$ cat src/rtl/tile_sequencer.sv
// Grants control to one tile at a time; advances on passfwd, retreats on passbak, ends in DONE/FAIL.
// myturn is Moore-decoded in GRANT; pulse at t gives the next grant at t+1; hold stalls the grant.
module tile_sequencer #(
    parameter int NUM_TILES = 81,
    parameter int IDX_W     = $clog2(NUM_TILES),
    parameter int BTCNT_W   = 16
) (
    input  logic                 clock,
    input  logic                 reset,
    input  logic                 start,
    input  logic                 hold,
    input  logic [NUM_TILES-1:0] passfwd,
    input  logic [NUM_TILES-1:0] passbak,
    output logic [NUM_TILES-1:0] myturn,
    output logic [IDX_W-1:0]     cur_idx,
    output logic                 busy,
    output logic                 done,
    output logic                 failed,
    output logic                 proto_err,
    output logic [BTCNT_W-1:0]   backtracks
);

    typedef enum logic [4:0] {
        IDLE  = 5'b00001,
        GRANT = 5'b00010,
        WAIT  = 5'b00100,
        DONE  = 5'b01000,
        FAIL  = 5'b10000
    } state_t;

    localparam logic [IDX_W-1:0] LAST_IDX = IDX_W'(NUM_TILES - 1);

    state_t state;
    logic   cur_fwd;
    logic   cur_bak;

    // Only the tile that owns control is listened to.
    assign cur_fwd = passfwd[cur_idx];
    assign cur_bak = passbak[cur_idx];

    assign myturn = (state == GRANT && !hold) ? (NUM_TILES'(1) << cur_idx) : '0;

    always_ff @(posedge clock) begin
        if (reset) begin
            state      <= IDLE;
            cur_idx    <= '0;
            busy       <= 1'b0;
            done       <= 1'b0;
            failed     <= 1'b0;
            proto_err  <= 1'b0;
            backtracks <= '0;
        end else begin
            case (state)
                IDLE: begin
                    if (start) begin
                        state      <= GRANT;
                        cur_idx    <= '0;
                        backtracks <= '0;
                        busy       <= 1'b1;
                    end
                end
                GRANT: begin
                    if (!hold) state <= WAIT;
                end
                WAIT: begin
                    // A simultaneous fwd+bak is a tile bug; backing off is the safe reading.
                    if (cur_bak) begin
                        if (cur_fwd) proto_err <= 1'b1;
                        if (backtracks != '1) backtracks <= backtracks + 1'b1;
                        if (cur_idx == '0) begin
                            state  <= FAIL;
                            failed <= 1'b1;
                            busy   <= 1'b0;
                        end else begin
                            cur_idx <= cur_idx - 1'b1;
                            state   <= GRANT;
                        end
                    end else if (cur_fwd) begin
                        if (cur_idx == LAST_IDX) begin
                            state <= DONE;
                            done  <= 1'b1;
                            busy  <= 1'b0;
                        end else begin
                            cur_idx <= cur_idx + 1'b1;
                            state   <= GRANT;
                        end
                    end
                end
                default: state <= state;
            endcase
        end
    end

endmodule

$ cat config.mk
export PLATFORM = sky130hd
export DESIGN_NAME = tile_sequencer
export DESIGN_NICKNAME = d
export VERILOG_FILES = /design/src/rtl/tile_sequencer.sv
export SDC_FILE = /design/constraint.sdc
export NUM_CORES = 1
export LEC_CHECK = 0
export BUFFER_PORTS_ARGS = -buffer_cell sky130_fd_sc_hd__buf_2
export CORE_AREA = 2 2 107 109
export DETAILED_ROUTE_END_ITERATION = 7
export DIE_AREA = 0 0 109 111
export HOLD_SLACK_MARGIN = 0.08
export PLACE_DENSITY = 0.81
export SKIP_CTS_REPAIR_TIMING = 1
export SYNTH_ARGS = -nofsm -noshare
export SYNTH_HDL_FRONTEND = slang
export SYNTH_SLANG_ARGS = --single-unit
$ cat constraint.sdc
create_clock -name clock -period 8.1 [get_ports clock]
set_input_delay 0.405 -clock clock [delete_from_list [all_inputs] [get_ports clock]]
set_output_delay 0.405 -clock clock [all_outputs]
set_load 0.005 [all_outputs]
==> metrics.md <==
| Metric | Value |
|---|---|
| Period utilization | 0.502 |
| Final setup margin | between 4 and 5 ns |
| Final slew viol count | 0 |
| Worst slew pin tran | 0.847 ns |
| Worst r2r dst | cur_idx[6] |
| Synthesized flop and latch total | 32 |
| ANT nets after route | 0 |
| Sink Count | 32 |
| Final Wtd Congestion | a little over 0.9 |
| Synth Instances | 495 |
| 1st-pass router iterations | 5 |
| Post-synthesis compound-gate area fraction | 0.161 |
| Share of cells above drive strength 1 | 0.450 |
| Area Overhead vs Synth | 39.8% |
| Startpoint types | register |
| Core box area | 11,100 sq um |
| Leakage power | 2.42 nW |
| Post-detailed-route wirelength per cell | between 15 and 20 microns |
| Clk_skew | 0.00537 ns |
| Largest net degree at the start of global routing | 50 |
| Syn_nets | 668 |
| Count of cell types in the netlist | 64 |
| Initial Util | 0.349 |
| PwrDens | about 87 nW/um^2 |
| CTS tree | yes |
| Clock slew at reported path FFs | around 0.060 ns |
| First-pass GRT wire length | 24,100 microns |
| Pre-CTS setup slack | between 4 and 5 ns |
| Crit Path Category | register to register |
| DR vias | roughly 5,000 |
| WHS Endpoint | done |
| Final setup fails | 0 |
| Yosys warns | 0 |
| Critical R2R Launch | cur_idx[0] |
| Area share of fa/ha/maj cells after synthesis | 0.0246 |
| Die area | 12,100 sq um |
| Number of cell rows | 39 |
| Mean Syn Cell Area | just under 8 sq um |
| Die width | roughly 110 microns |
| Slowest CP cell | mux4_2 |
| Max stage delay on crit path | around 0.57 ns |
| Fill cells | around 1,100 |
| Main flop type after synthesis | dfxtp_1 |
| Post-route DRC | 0 |
| Critical path capture point type | register |
| Mux share of post-synthesis cell area | 0.246 |
| RSZ-0062 raised after global routing | no |
| Clock latency on the worst-skew pair | around 0.28 ns |
| Asr flop ratio synth | 0 |
| Initial antenna violation count | 7 |
| Vias in the first global route | about 4,600 |
| Combinational family with the most area after synthesis | simple AND/OR/NAND/NOR gates |
| Crit-path cells | buf_4 > mux4_2 > a22o_1 > nor2_1 > a32o_1 > o21ai_1 > buf_4 > fa_1 > a21oi_1 > o21bai_1 > a21o_1 > a21oi_1 > xnor2_1 > a211o_1 |
| Crit path DAT | 4.24 ns |
| Seq/Total Area, Yosys | 0.166 |
| Worst hold start | done |
| Detailed Route Iter0 Violations | between 400 and 500 |
| Reg2Reg Setup Slack | just over 4 ns |
| Post-synth EDFFs | 0 |
| Fmax | ~250 MHz |
| Number of I/O pins | approximately 270 |
| Gr usage total | 0.256 |
| H-tree lvl count | 2 |
| Die Y | 111 microns |
| Worst hold stages | 2 |
| Post-DP HPWL | between 10,000 and 15,000 microns |
| Max-cap violations | 0 |
| Hold Crit Class | register to register |
| Post-synthesis simple-gate area fraction | 0.324 |
| Layout net count | 910 |
| Hold Vio Cnt, Final | 0 |
| Worst Path Max Fanout | 36 |
| Worst Path Required | ~8.3 ns |
| Vias per cell | 5.61 |
| Tmin final | about 4 ns |
| Cts bufs inserted | 5 |
| Setup TNS Final | 0 ns |
| Grt ovf | 0 |
| WL final | approximately 16,000 microns |
| R2r worst-path depth | 14 |
| Synthesized area | about 3900 sq um |
| Slew headroom | 0.434 |
| VDD IR max | between 0.07 and 0.08 mV |
| PortBufs | around 270 |
| Clock tree buffer depth | 2 |
| XOR/XNOR Fraction of Synth Area | 0.0113 |
| CTS root buffer | clkbuf_16 |
| Status | complete, no violations |
[area by class of cell]
cell class                 instances  area (sq um)  share of cell area
sequential                        32           643               0.119
clock buffer                       5           125              0.0231
tap                              143           179              0.0331
clock inverter                     3          42.5             0.00786
timing repair buffer             279          1410               0.261
multi-input combinational        411          2970               0.548
inverter                           8          30.0             0.00555
antenna                            5          12.5             0.00231
[worst max path at each step]
stage / start / end / slack [ns] / depth (start not counted)
floorplan: cur_idx[0] / cur_idx[6] / 4.60 / 17
global placement: cur_idx[0] / cur_idx[6] / 4.17 / 14
detailed placement: cur_idx[0] / cur_idx[6] / 4.06 / 14
CTS: cur_idx[0] / cur_idx[6] / 4.05 / 14
global route: cur_idx[0] / cur_idx[6] / 3.77 / 14
finish: cur_idx[0] / cur_idx[6] / 4.03 / 14
[per-layer routing]
metal,GRT usage,routed length [microns],vias up
met2,0.422,7690,244
met1,0.335,6580,2353
met5,0,15,-
li1,-,-,2348
met4,0.0573,285,2
met3,0.0623,1340,23
[cell families (layout without fill, tap and decap cells)]
kind of cell / after synthesis / after routing
other cells: 0 / 5
simple gates: 257 / 257
fa+ha+maj: 7 / 7
flops: 32 / 32
compound gates: 88 / 88
mux: 54 / 54
buf+inv: 52 / 295
xor+xnor: 5 / 5
[metrics by stage]
step	utilization	instance area, sq um	cells	power (W)	hold WS, ns
3_5_place_dp	0.472	5230	873	0.000259	0.437
3_3_place_gp	0.472	5230	873	0.000258	0.434
6_report	0.489	5410	886	0.000472	0.441
4_1_cts	0.487	5400	881	0.000473	0.446
5_1_grt	0.488	5410	885	0.000488	0.481
2_1_floorplan	-	3870	495	0.000207	0.442
[state kept, by name, summed over array words and instances, names as in the netlist]
name,cells
done,1
proto_err,1
failed,1
busy,1
backtracks,16
state,5
cur_idx,7
[critical path: cells and delay by family (launching register included)]
kind	cells	cell delay [ns]
buffers and inverters	2	0.73
flip-flops	1	0.51
adder cells (fa/ha/maj)	1	0.42
AND/OR/NAND/NOR	1	0.20
AO/OA/AOI/OAI	8	1.41
XOR/XNOR	1	0.09
multiplexers	1	0.57
[report_power, final]
group / internal [W] / total (W) / switching, W
Sequential: 0.000159 / 0.000161 / 0.00000198
Clock: 0.000144 / 0.000215 / 0.0000710
Combinational: 0.0000526 / 0.0000953 / 0.0000427
Total: 0.000356 / 0.000472 / 0.000116
[cells in the final DEF (no fill, tap or decap), types with 6 or more instances in the layout]
cell type	count
buf_2	273
nor2_1	100
nand2_1	38
mux4_2	31
dfxtp_1	30
nand3_1	24
a21oi_1	19
mux2i_1	15
or3_1	13
nor3_1	12
or4_1	12
nand4_1	10
o211ai_1	10
nor2b_1	9
a22oi_1	8
o21ai_0	8
inv_1	7
and3_1	7
o31ai_1	7
mux2_2	6
nand2b_1	6
nand3b_1	6
ha_1	6
buf_4	6
[cells in the mapped netlist (7+ instances only)]
cell	instances	area [sq um]
a21oi_1	19	95.1
a22oi_1	8	60.1
and3_1	7	43.8
buf_2	8	40.0
clkbuf_1	23	86.3
dfxtp_1	32	641
inv_1	7	26.3
mux2i_1	15	150
mux4_2	31	698
nand2_1	38	143
nand3_1	24	120
nand4_1	10	62.6
nor2_1	100	375
nor2b_1	9	56.3
nor3_1	12	60.1
o211ai_1	10	75.1
o21ai_0	8	40.0
o31ai_1	7	52.6
or3_1	13	81.3
or4_1	12	90.1
Note: power is estimated with default switching activity, not from simulation.
